**config.mk**
```make
export PLATFORM = sky130hd
export DESIGN_NAME = hct138_rr_sched_flat
export DESIGN_NICKNAME = d
export VERILOG_FILES = /design/src/rtl/hct138_rr_sched_if.sv /design/src/rtl/hct138_rr_sched.sv /design/src/flat_wrapper.sv
export SDC_FILE = /design/constraint.sdc
export NUM_CORES = 1
export LEC_CHECK = 0
export BUFFER_PORTS_ARGS = -buffer_cell sky130_fd_sc_hd__buf_2
export CELL_PAD_IN_SITES_DETAIL_PLACEMENT = 1
export CELL_PAD_IN_SITES_GLOBAL_PLACEMENT = 1
export CORE_ASPECT_RATIO = 0.75
export CORE_MARGIN = 4
export CORE_UTILIZATION = 46
export DETAILED_ROUTE_END_ITERATION = 6
export PLACE_DENSITY_LB_ADDON = 0.1
export SLEW_MARGIN = 15
export SYNTH_ARGS = -nofsm -noshare
export SYNTH_HDL_FRONTEND = slang
export SYNTH_SLANG_ARGS = --single-unit
```
**constraint.sdc**
```tcl
create_clock -name clk -period 5.5 [get_ports clk]
set_input_delay 1.1 -clock clk [delete_from_list [all_inputs] [get_ports clk]]
set_output_delay 1.1 -clock clk [all_outputs]
set_load 0.005 [all_outputs]
```
**src/rtl/hct138_rr_sched_if.sv**
```systemverilog
// Bundle of signals between the round-robin scheduler and its users:
// enable/request inputs and the shared 74HCT138 decoder drive
// (select, enables, expected active-low grant, status).
interface hct138_rr_sched_if;
  localparam int unsigned N_REQ = 8;

  logic             en;
  logic [N_REQ-1:0] req;
  logic             C;
  logic             B;
  logic             A;
  logic             G;
  logic             G_2A;
  logic             G_2B;
  logic [N_REQ-1:0] y_n;
  logic             busy;
  logic             timeout;

  // Requesting side: drives enable/requests, observes the decoder drive.
  modport master (
    output en, req,
    input  C, B, A, G, G_2A, G_2B, y_n, busy, timeout
  );

  // Scheduler side.
  modport slave (
    input  en, req,
    output C, B, A, G, G_2A, G_2B, y_n, busy, timeout
  );
endinterface

```
**src/rtl/hct138_rr_sched.sv**
```systemverilog
// Round-robin scheduler sharing one 74HCT138 3-to-8 decoder among 8 requesters.
// Optional macro HCT138_RR_TIMEOUT_EN enables the MAX_HOLD forced release and
// the one-cycle timeout pulse; without it a grant ends only on req drop or en=0.
module hct138_rr_sched #(
  parameter int unsigned MAX_HOLD   = 15,
  parameter int unsigned GAP_CYCLES = 1
) (
  input logic               clk,
  input logic               rst_n,
  hct138_rr_sched_if.slave  bus
);

  localparam int unsigned N_REQ  = 8;
  localparam int unsigned IDX_W  = 3;
  localparam int unsigned GAP_W  = 4;

  localparam logic [N_REQ-1:0] ONE_HOT0 = N_REQ'(1);
  localparam logic [N_REQ-1:0] ALL_OFF  = '1;

  localparam logic [1:0] ST_IDLE  = 2'd0;
  localparam logic [1:0] ST_GRANT = 2'd1;
  localparam logic [1:0] ST_GAP   = 2'd2;

  // Parameter range guards, evaluated at elaboration only.
  if (MAX_HOLD < 1 || MAX_HOLD > 255) begin : g_bad_max_hold
    $error("hct138_rr_sched: MAX_HOLD must be in 1..255");
  end
  if (GAP_CYCLES < 1 || GAP_CYCLES > 15) begin : g_bad_gap
    $error("hct138_rr_sched: GAP_CYCLES must be in 1..15");
  end

  logic [1:0]       state, state_nx;
  logic [IDX_W-1:0] sel, sel_nx;
  logic [IDX_W-1:0] last, last_nx;
  logic [GAP_W-1:0] gap_cnt, gap_nx;
  logic             g_q, g2a_q, g2b_q;
  logic             dec_on_nx;
  logic [N_REQ-1:0] y_n_q, y_n_nx;
  logic             busy_q, busy_nx;

  logic [N_REQ-1:0] rot;
  logic [IDX_W-1:0] off;
  logic [IDX_W-1:0] winner;
  logic             grant_go;
  logic             keep_ok;
  logic             hold_hit;
  logic             take;

  // Requests rotated so that bit 0 is the requester just after 'last'.
  always_comb begin
    rot = '0;
    for (int j = 0; j < int'(N_REQ); j++) begin
      rot[j] = bus.req[last + IDX_W'(j) + IDX_W'(1)];
    end
  end

  // Lowest set bit of the rotated vector is the nearest requester after 'last'.
  always_comb begin
    off = '0;
    for (int j = int'(N_REQ) - 1; j >= 0; j--) begin
      if (rot[j]) off = IDX_W'(j);
    end
  end

  assign winner   = last + IDX_W'(1) + off;
  assign grant_go = bus.en && (|bus.req);
  assign keep_ok  = bus.en && bus.req[last];

`ifdef HCT138_RR_TIMEOUT_EN
  localparam int unsigned HOLD_W = 8;
  localparam logic [HOLD_W-1:0] HOLD_MAX_CNT = '1;

  logic [HOLD_W-1:0] hold_cnt;
  logic              timeout_q;

  assign hold_hit = (hold_cnt == HOLD_W'(MAX_HOLD));

  // Cycles spent in the current grant, loaded on grant entry, saturating.
  always_ff @(posedge clk) begin
    if (!rst_n) begin
      hold_cnt <= '0;
    end else if (state != ST_GRANT && state_nx == ST_GRANT) begin
      hold_cnt <= HOLD_W'(1);
    end else if (state == ST_GRANT && state_nx == ST_GRANT && hold_cnt != HOLD_MAX_CNT) begin
      hold_cnt <= hold_cnt + HOLD_W'(1);
    end
  end

  // Timeout pulses only when the hold limit alone ends the grant.
  always_ff @(posedge clk) begin
    if (!rst_n) begin
      timeout_q <= 1'b0;
    end else begin
      timeout_q <= (state == ST_GRANT) && keep_ok && hold_hit;
    end
  end

  assign bus.timeout = timeout_q;
`else
  assign hold_hit    = 1'b0;
  assign bus.timeout = 1'b0;
`endif

  // Next-state and next-output decode.
  always_comb begin
    state_nx  = state;
    sel_nx    = sel;
    last_nx   = last;
    gap_nx    = gap_cnt;
    dec_on_nx = 1'b0;
    y_n_nx    = ALL_OFF;
    busy_nx   = 1'b0;
    take      = 1'b0;

    case (state)
      ST_IDLE: begin
        if (grant_go) take = 1'b1;
      end
      ST_GRANT: begin
        if (!keep_ok || hold_hit) begin
          state_nx = ST_GAP;
          gap_nx   = GAP_W'(1);
        end else begin
          dec_on_nx = 1'b1;
          y_n_nx    = ~(ONE_HOT0 << sel);
          busy_nx   = 1'b1;
        end
      end
      ST_GAP: begin
        if (gap_cnt == GAP_W'(GAP_CYCLES)) begin
          if (grant_go) take = 1'b1;
          else          state_nx = ST_IDLE;
        end else begin
          gap_nx = gap_cnt + GAP_W'(1);
        end
      end
      default: begin
        state_nx = ST_IDLE;
      end
    endcase

    if (take) begin
      state_nx  = ST_GRANT;
      sel_nx    = winner;
      last_nx   = winner;
      dec_on_nx = 1'b1;
      y_n_nx    = ~(ONE_HOT0 << winner);
      busy_nx   = 1'b1;
    end
  end

  // State register.
  always_ff @(posedge clk) begin
    if (!rst_n) begin
      state <= ST_IDLE;
    end else begin
      state <= state_nx;
    end
  end

  // Registered decoder drive and bookkeeping.
  always_ff @(posedge clk) begin
    if (!rst_n) begin
      sel     <= '0;
      last    <= IDX_W'(N_REQ - 1);
      gap_cnt <= '0;
      g_q     <= 1'b0;
      g2a_q   <= 1'b1;
      g2b_q   <= 1'b1;
      y_n_q   <= ALL_OFF;
      busy_q  <= 1'b0;
    end else begin
      sel     <= sel_nx;
      last    <= last_nx;
      gap_cnt <= gap_nx;
      g_q     <= dec_on_nx;
      g2a_q   <= !dec_on_nx;
      g2b_q   <= !dec_on_nx;
      y_n_q   <= y_n_nx;
      busy_q  <= busy_nx;
    end
  end

  assign bus.C    = sel[2];
  assign bus.B    = sel[1];
  assign bus.A    = sel[0];
  assign bus.G    = g_q;
  assign bus.G_2A = g2a_q;
  assign bus.G_2B = g2b_q;
  assign bus.y_n  = y_n_q;
  assign bus.busy = busy_q;

endmodule

```
**src/flat_wrapper.sv**
```systemverilog
// flat-port wrapper written by rule: the top's interface ports become plain ports
module hct138_rr_sched_flat 
#(
  parameter int unsigned MAX_HOLD   = 15,
  parameter int unsigned GAP_CYCLES = 1
)
  (clk, rst_n, bus_en, bus_req, bus_C, bus_B, bus_A, bus_G, bus_G_2A, bus_G_2B, bus_y_n, bus_busy, bus_timeout);
  hct138_rr_sched_if bus_i ();
  input logic clk;
  input logic rst_n;
  input wire logic [$bits(bus_i.en)-1:0] bus_en;
  input wire logic [$bits(bus_i.req)-1:0] bus_req;
  output wire logic [$bits(bus_i.C)-1:0] bus_C;
  output wire logic [$bits(bus_i.B)-1:0] bus_B;
  output wire logic [$bits(bus_i.A)-1:0] bus_A;
  output wire logic [$bits(bus_i.G)-1:0] bus_G;
  output wire logic [$bits(bus_i.G_2A)-1:0] bus_G_2A;
  output wire logic [$bits(bus_i.G_2B)-1:0] bus_G_2B;
  output wire logic [$bits(bus_i.y_n)-1:0] bus_y_n;
  output wire logic [$bits(bus_i.busy)-1:0] bus_busy;
  output wire logic [$bits(bus_i.timeout)-1:0] bus_timeout;
  assign bus_i.en = bus_en;
  assign bus_i.req = bus_req;
  assign bus_C = bus_i.C;
  assign bus_B = bus_i.B;
  assign bus_A = bus_i.A;
  assign bus_G = bus_i.G;
  assign bus_G_2A = bus_i.G_2A;
  assign bus_G_2B = bus_i.G_2B;
  assign bus_y_n = bus_i.y_n;
  assign bus_busy = bus_i.busy;
  assign bus_timeout = bus_i.timeout;
  hct138_rr_sched #(.MAX_HOLD(MAX_HOLD), .GAP_CYCLES(GAP_CYCLES)) u_core (.clk(clk), .rst_n(rst_n), .bus(bus_i));
endmodule
```
==> impl_metrics.csv, run 1 <==
group,metric,value,unit
detailed_routing,remaining_drc_errors,0,
clocking,cts_tree,"done",
final_layout,drive_gt1_share,26.3,%
final_layout,area_delta_synth_final,12.1,%
min_path,hold_path_depth,2,
final_layout,final_cell_mix,"25 x buf_2, 22 x dfxtp_1, 12 x inv_1, 11 x mux2i_1, 11 x nor2_1",
pwr,ir_worst_vdd,0.000199,V
global_route,overflow,0,
timing,hold_violations,0,
setup_path,r2r.worst_path.cells,16,
yosys,yosysUniqueCellTypes,49,
final_layout,nFillCells,401,
setup_path,arrival,4570,ps
die,start_util,47.9,%
setup_path,cpPeakStageDelay,720,ps
clocking,post_cts_buffers,0,
timing,max_freq,226,MHz
setup_path,cp_max_fo,13,
yosys,ys_seq_area_share,27.8,%
place,place_ws,1150,ps
yosys,synthFlopType,"dfxtp_1",
timing,layout_min_cycle_time,4430,ps
die,die_h,58.9,um
clocking,cts_hold_buf,0,
final_layout,fin_util,53.7,%
final_layout,multi_input_area,1050,um2
timing,period_share,80.5,%
setup_path,worst_setup_path_end_kind,"flip-flop",
setup_path,crit_family,"adder cells",
final_layout,n_antenna_cell,0,
min_path,min_from,"u_core.sel[0]",
clocking,post_cts_resized,0,
clocking,numCtsBuffers,3,
setup_path,r2r_start,"u_core.last[0]",
clocking,path_clk_slew,90,ps
setup_path,crit_slowest_cell,"ha_1",
place,io_buffer_count,25,
detailed_routing,routed_wl,4180,um
setup_path,crit_buf_inv,2,
setup_path,cp.depth,16,
yosys,synth_area,1590,um2
timing,clock_skew,11.4,ps
outcome,status,"finished clean",
yosys,async_flop_share,0,%
timing,slew_violations,0,
die,rows,18,
yosys,synth_warnings,0,
place,gp_congestion,0.817,
final_layout,layout_commonest_cell,"buf_2",
flow_run,max_cap_viol_count,0,
clocking,h-tree-depth,1,
place,dpl.hpwl,3180,um
timing,worst_slew_pin_slew,555,ps
timing,max_slew_margin,63.0,%
yosys,syn_nets,183,
setup_path,cp_cell_sequence,"inv_1, ha_1, mux2_2, mux2i_1, mux2_2, a21oi_1, a2bb2oi_1, a21oi_1, o21a_1, ha_1, inv_1, fa_1, nand2_1, nor2_1, nand3_1, o211a_1",
pwr,leakage,0.000714,uW
die,ios,27,
yosys,synth_seq_cells,22,
timing,setup_viol,0,
setup_path,startpoint_type,"flip-flop",
min_path,hold_class,"flip-flop to flip-flop",
global_route,grt_use_total,20.7,%
detailed_routing,drtIter0Drc,125,
yosys,syn_inst,166,
global_route,grt_pass1_vias,1416,
setup_path,critPathKind,"flip-flop to flip-flop",
die,core_area,3310,um2
timing,fin_tns_setup,0,ps
global_route,grt_pass1_wl,7040,um
setup_path,startpoint,"u_core.last[0]",
final_layout,finish.net_count,204,
detailed_routing,vias,1398,
timing,rsz0062_at_grt,"false",
detailed_routing,first_pass_iters,4,
detailed_routing,viasPerCell,6.19,
yosys,synth_edf_count,0,
final_layout,final-seq-area,440,um2
clocking,cts-root-buf,"clkbuf_8",
detailed_routing,detail_route.wl_per_cell,18.5,um
die,die_area,4460,um2
global_route,antenna_found_initial,0,
global_route,grt_max_degree,15,
detailed_routing,final_antenna_net_count,0,
die,die_x,75.8,um
clocking,clock_latency,270,ps
clocking,clk_path_buf_depth,2,
pwr,power_density,545,nW/um2
timing,worst_slack,1070,ps
clocking,cts_sinks,22,
yosys,syn_area_per_cell,9.56,um2
setup_path,cp.required,5640,ps
## layer usage
layer | share of wire [%] | routed length, um | global-route usage [%]
met1 | 49 | 2040 | 30.6
met2 | 46 | 1920 | 31.1
met3 | 4.4 | 184 | 4.27
met4 | 0.72 | 30 | 4.49
met5 | 0 | 0 | 0
## worst register-to-register path, delay by kind of cell, from the launching register on
kind	cells	cell delay, ps
simple gates	3	420
flops	1	490
mux	3	920
buf+inv	2	330
compound gates	5	730
fa+ha+maj	3	1440
## final cells by class
type                    instances  share of cell area, %
repair buffers                 25                   7.03
clock inverters                 1                   1.69
flip-flops and latches         22                   24.8
multi-input cells             123                   58.9
well taps                      40                   2.81
clock buffers                   3                   2.32
inverters                      12                   2.53
## through the flow
step	instances	cell area (um2)	hold WS (ps)	total power (uW)
after global routing	226	1780	587	1040
after global placement	222	1710	511	782
after CTS	226	1780	539	967
final	226	1780	539	969
after floorplan	166	1590	481	681
after detailed placement	222	1710	526	808
## sequential cells by signal, summed over array words and instances, names as in the netlist
signal,flops
u_core.bus.G,1
u_core.bus.G_2A,1
u_core.bus.y_n,8
u_core.gap_cnt,4
u_core.last,3
u_core.sel,3
u_core.state,2
## report_power, final
group | total [uW] | switching (uW) | internal, uW
clock | 151 | 53.2 | 97.3
sequential | 236 | 42.7 | 193
combinational | 583 | 323 | 260
total | 969 | 419 | 550
## cells in the mapped netlist, drive strengths merged, types with 4 or more instances
cell type	n	share of area, %
nand2	11	2.8
xor2	5	2.8
nor2	11	2.6
dfxtp	22	28
mux4	9	13
nor4	4	1.6
nand3	4	1.3
a32oi	5	2.8
o21ai	6	1.9
buf	6	2.7
xnor2	4	2.2
inv	12	2.8
mux2i	11	6.9
mux2	9	6.6
ha	5	3.9
a21oi	7	2.2
## final timing paths
path	slack, ps	endpoint
worst max-delay path	1070	u_core.bus.y_n[0]
worst min-delay path	540	u_core.sel[0]
worst min register to register	540	u_core.sel[0]
worst max register to register	1070	u_core.bus.y_n[0]
## cell families (layout without fill, tap and decap cells)
kind of cell,after synthesis,count (layout),share of synthesized area [%]
flip-flops,22,22,27.8
AO/OA/AOI/OAI,29,29,12.9
XOR/XNOR,9,9,4.97
other,1,1,0.236
multiplexers,29,29,26.3
AND/OR/NAND/NOR,49,49,16.3
buffers and inverters,21,41,6.23
adder cells (fa/ha/maj),6,6,5.21
Note: power is estimated with default switching activity, not from simulation.
==> run 2, diff against run 1 <==
Settings changed: ABC_AREA from default to 1, CORE_UTILIZATION 46 to 38.
Clock period 5.5 ns to 4.4 ns, I/O delays scaled along.
==> impl_metrics.csv, run 2 <==
group,metric,value,unit
outcome,status,"finished clean",
die,rows,20,
final_layout,fin_cells,336,
timing,layout_min_cycle_time,3730,ps
pwr,swShare,51.5,%
min_path,hold_class,"flip-flop to flip-flop",
timing,fin_tns_setup,0,ps
yosys,syn_nets,278,
detailed_routing,detail_route.wl_per_cell,13.6,um
clocking,cts_tree,"done",
setup_path,arrival,3880,ps
yosys,synth_most_common_cell,"nand2_1",
timing,slew_violations,0,
pwr,ir_worst_vdd,0.000236,V
final_layout,area_delta_synth_final,12.6,%
detailed_routing,remaining_drc_errors,0,
detailed_routing,first_pass_iters,4,
pwr,power_frac_comb,63.7,%
pwr,seqPwrFrac,21.9,%
min_path,min_from,"u_core.gap_cnt[3]",
global_route,grt_max_degree,15,
detailed_routing,final_antenna_net_count,0,
yosys,synthSimpleGateAreaFrac,45.1,%
die,die_h,64.4,um
setup_path,cp_cell_sequence,"inv_2, ha_1, inv_2, nand3_1, nand3_1, nand2_1, a21oi_1, o21bai_1, nand2_1, nand2_1, a21boi_0, ha_1, inv_1, fa_1, xor2_1, inv_1, nand3_2, nand3_1, nand2_1, nand3_1",
yosys,synth_area,1610,um2
clocking,h-tree-depth,1,
setup_path,startpoint,"u_core.last[0]",
setup_path,crit_buf_inv,4,
pwr,internal_power,648,uW
yosys,synth_seq_cells,22,
yosys,yosysUniqueCellTypes,33,
global_route,antenna_found_initial,0,
die,start_util,39.5,%
global_route,grt_use_total,18.0,%
setup_path,worst_setup_path_end_kind,"flip-flop",
detailed_routing,viasPerCell,4.93,
yosys,syn_inst,261,
timing,hold_violations,0,
setup_path,cp_max_fo,14,
yosys,synth_edf_count,0,
yosys,synth_compound_gate_area_share,9.01,%
final_layout,n_antenna_cell,0,
yosys,synth.area.top_cells,"dfxtp_1 27%, nand2_1 21%, nand3_1 12%",
final_layout,final-seq-area,440,um2
pwr,clkPwrFrac,14.4,%
clocking,clock_latency,270,ps
setup_path,crit_slowest_cell,"dfxtp_1",
yosys,synthTopCellsByCount,"89 x nand2_1, 38 x nand3_1, 29 x inv_1, 22 x dfxtp_1, 18 x nor2_1",
setup_path,cp.required,4550,ps
die,die_x,83.2,um
detailed_routing,routed_wl,4570,um
yosys,synthFlopType,"dfxtp_1",
yosys,synth_top_family_by_area,"simple AND/OR/NAND/NOR gates",
final_layout,nFillCells,579,
place,gp_congestion,0.849,
setup_path,cpPeakStageDelay,580,ps
setup_path,critPathKind,"flip-flop to flip-flop",
clocking,clk_path_buf_depth,2,
timing,worst_slew_pin_slew,640,ps
yosys,ys_seq_area_share,27.4,%
clocking,path_clk_slew,90,ps
timing,clock_skew,3.33,ps
die,ios,27,
clocking,cts_sinks,22,
timing,setup_viol,0,
yosys,synth_xor_area_share,1.63,%
timing,max_slew_margin,57.4,%
global_route,grt_pass1_vias,1639,
clocking,post_cts_resized,0,
setup_path,startpoint_type,"flip-flop",
die,core_area,4080,um2
yosys,synth_warnings,0,
final_layout,layout_commonest_cell,"nand2_1",
final_layout,finish.net_count,299,
final_layout,drive_gt1_share,15.7,%
die,die_area,5350,um2
timing,rsz0062_at_grt,"false",
place,io_buffer_count,25,
clocking,post_cts_buffers,0,
yosys,syn_area_per_cell,6.17,um2
pwr,power_density,736,nW/um2
setup_path,crit_family,"adder cells",
timing,period_share,84.7,%
flow_run,max_cap_viol_count,0,
final_layout,final_cell_mix,"89 x nand2_1, 38 x nand3_1, 29 x inv_1, 25 x buf_2, 22 x dfxtp_1",
global_route,overflow,0,
pwr,switchingPower,688,uW
timing,max_freq,268,MHz
final_layout,largest_register_ffs,8,
final_layout,multi_input_area,983,um2
yosys,synthAdderAreaFrac,5.13,%
clocking,cts_hold_buf,0,
pwr,leakage,0.000916,uW
yosys,async_flop_share,0,%
global_route,grt_pass1_wl,7870,um
yosys,synth_top_area_share,27.4,%
place,dpl_cell_area,1740,um2
yosys,synthMuxAreaShare,0,%
clocking,numCtsBuffers,3,
clocking,cts-root-buf,"clkbuf_8",
setup_path,reg2reg_slack,670,ps
detailed_routing,drtIter0Drc,71,
yosys,synth.largest_area_cell,"dfxtp_1",
final_layout,finalInstanceArea,1810,um2
place,dpl.hpwl,3800,um
setup_path,r2r_start,"u_core.last[0]",
place,dp.cells,332,
detailed_routing,vias,1656,
## run 2: path summary, 6_finish.rpt
| kind | endpoint | depth (start not counted) |
|---|---|---|
| max reg2reg | u_core.bus.y_n[5] | 20 |
| max | u_core.bus.y_n[5] | 20 |
| min | u_core.gap_cnt[3] | 2 |
| min reg2reg | u_core.gap_cnt[3] | 2 |
## run 2: worst min-delay path, stage by stage (launching register included)
cell     delay (ps)
dfxtp_1         320
a21oi_1         120
nor3_1           50
## run 2: final cells by class
type	count	area share [%]
Clock buffer	3	2.28
Clock inverter	1	1.66
Inverter	33	6.83
Multi-Input combinational cell	197	54.2
Sequential cell	22	24.3
Tap cell	55	3.80
Timing Repair Buffer	25	6.90
## run 2: kinds of logic (layout without fill, tap and decap cells)
family	count (synthesis)	in the layout
AO/OA/AOI/OAI	24	24
XOR/XNOR	3	3
flip-flops	22	22
AND/OR/NAND/NOR	163	163
buffers and inverters	42	62
other	1	1
adder cells (fa/ha/maj)	6	6
## run 2: power by group through the flow
stage          Sequential [uW]  Clock [uW]  Combinational [uW]
6_report                   292         192                 851
5_1_grt                    301         207                 963
4_1_cts                    292         201                 850
3_5_place_dp               297           0                 837
3_3_place_gp               294           0                 834
2_1_floorplan              278           0                 656
## run 2: through the flow
stage | power [uW] | hold slack [ps] | util [%] | worst slack, ps
after detailed placement | 1130 | 508 | 42.7 | 699
final | 1340 | 527 | 44.4 | 673
after floorplan | 934 | 484 | - | 1350
after global placement | 1130 | 500 | 42.7 | 816
after global routing | 1470 | 559 | 44.4 | 312
after CTS | 1340 | 523 | 44.4 | 643
## run 2: routing by layer
metal | routed length [um] | global-route usage [%] | part of all wire, % | vias up
met4 | 25 | 3.47 | 0.55 | 0
li1 | - | - | - | 866
met2 | 1870 | 26.6 | 41 | 27
met1 | 2490 | 27.0 | 54 | 758
met5 | 0 | 0 | 0 | -
met3 | 181 | 3.22 | 4.0 | 5
==> run 3, diff against run 2 <==
Settings changed: CORE_UTILIZATION 38 to 35.
Clock period 4.4 ns to 3 ns, I/O delays scaled along.
==> impl_metrics.csv, run 3 (synthesized netlist as in run 2, its figures left out) <==
group,metric,value,unit
die,rows,21,
global_route,grt_pass1_vias,1609,
clocking,cts_sinks,22,
min_path,min_from,"u_core.gap_cnt[3]",
setup_path,worst_setup_path_end_kind,"flip-flop",
pwr,swShare,50.4,%
setup_path,startpoint,"u_core.last[0]",
setup_path,cp_max_fo,6,
die,ios,27,
final_layout,fin_util,46.3,%
setup_path,arrival,3040,ps
detailed_routing,viasPerCell,4.85,
final_layout,nFillCells,598,
pwr,clkPwrFrac,9.4,%
detailed_routing,first_pass_iters,4,
pwr,ir_worst_vdd,0.000488,V
timing,hold_violations,0,
flow_run,max_cap_viol_count,0,
clocking,cts_tree,"done",
outcome,status,"finished clean",
timing,worst_slack,125,ps
clocking,path_clk_slew,80,ps
pwr,power_frac_comb,72.8,%
final_layout,area_delta_synth_final,27.6,%
final_layout,layout_commonest_cell,"nand2_1",
setup_path,r2r_start,"u_core.last[0]",
place,place_ws,-67.1,ps
clocking,clk_path_buf_depth,2,
clocking,h-tree-depth,1,
timing,max_freq,348,MHz
pwr,seqPwrFrac,17.7,%
detailed_routing,remaining_drc_errors,0,
global_route,grt_use_total,16.9,%
place,gp_congestion,0.821,
die,start_util,36.3,%
setup_path,critPathKind,"flip-flop to flip-flop",
pwr,leakage,0.00100,uW
die,core_area,4440,um2
clocking,cts_hold_buf,0,
clocking,numCtsBuffers,3,
global_route,grt_max_degree,14,
timing,clock_skew,1.54,ps
die,die_x,86.3,um
global_route,antenna_found_initial,0,
detailed_routing,vias,1706,
clocking,cts-root-buf,"clkbuf_8",
detailed_routing,routed_wl,4750,um
timing,hold_ws,518,ps
place,io_buffer_count,25,
setup_path,cp.required,3170,ps
final_layout,drive_gt1_share,28.8,%
global_route,grt_pass1_wl,7720,um
final_layout,largest_register_ffs,8,
setup_path,startpoint_type,"flip-flop",
detailed_routing,detail_route.wl_per_cell,13.5,um
die,die_area,5760,um2
final_layout,final_cell_mix,"84 x nand2_1, 27 x inv_1, 27 x nand3_1, 25 x buf_2, 20 x dfxtp_1",
die,die_h,66.7,um
timing,layout_min_cycle_time,2880,ps
min_path,hold_class,"flip-flop to flip-flop",
detailed_routing,drtIter0Drc,63,
final_layout,n_antenna_cell,0,
timing,period_share,95.8,%
pwr,power_density,1120,nW/um2
place,dpl.hpwl,3790,um
global_route,overflow,0,
timing,slew_violations,0,
pwr,internal_power,1140,uW
timing,setup_viol,0,
pwr,switchingPower,1160,uW
clocking,clock_latency,270,ps
detailed_routing,final_antenna_net_count,0,
final_layout,finish.net_count,313,
-- run 3: metal layers --
metal / global-route usage, % / wire, um / share of wire [%]
met4: 2.33 / 27 / 0.57
met3: 3.34 / 213 / 4.5
met1: 26.5 / 2540 / 53
met2: 23.6 / 1970 / 42
met5: 0 / 0 / 0
-- run 3: layout make-up --
cell class | count | area, um2 | area share [%]
timing repair buffer | 39 | 234 | 11.4
inverter | 33 | 131 | 6.39
multi-input combinational | 197 | 1120 | 54.5
clock buffer | 4 | 55.1 | 2.68
tap | 57 | 71.3 | 3.47
sequential | 22 | 443 | 21.6
-- run 3: power groups by stage --
stage	registers [uW]	logic, uW	clock network [uW]
finish	408	1680	217
global route	422	1870	237
CTS	405	1440	226
detailed placement	412	1430	0
global placement	409	1420	0
floorplan	408	991	0
-- run 3: worst paths after layout --
path	endpoint	slack, ps	depth (start not counted)
worst max register to register	u_core.bus.y_n[2]	120	19
worst min-delay path	u_core.gap_cnt[3]	520	2
worst min register to register	u_core.gap_cnt[3]	520	2
worst max-delay path	u_core.bus.y_n[2]	120	19
-- run 3: timing repair --
| item | 4_1_cts | 5_1_grt |
|---|---|---|
| gates resized for setup | 1 | 34 |
| pin swaps | 0 | 10 |
| setup endpoints to repair | 8 | 12 |
| setup buffers | 0 | 2 |
-- run 3: worst max-delay path: stages (launching register included) --
cell	delay, ps
dfxtp_2	360
inv_2	60
ha_4	360
nand3_2	100
nand3_1	100
nand2_2	70
o21bai_1	160
nand2_1	60
nand2_1	50
a21boi_1	160
ha_2	190
inv_1	50
fa_2	400
xor2_2	160
inv_1	70
nand3_2	140
nand3_4	120
nand2_2	60
inv_2	50
nand2_1	40
-- run 3: through the flow --
step	cells	total power (uW)	cell area, um2	setup TNS (ps)
after floorplan	261	1400	1630	0
after global placement	346	1830	1850	0
after detailed placement	346	1850	1850	-317
after CTS	350	2070	1910	0
after global routing	352	2520	2050	-165
final	352	2300	2050	0
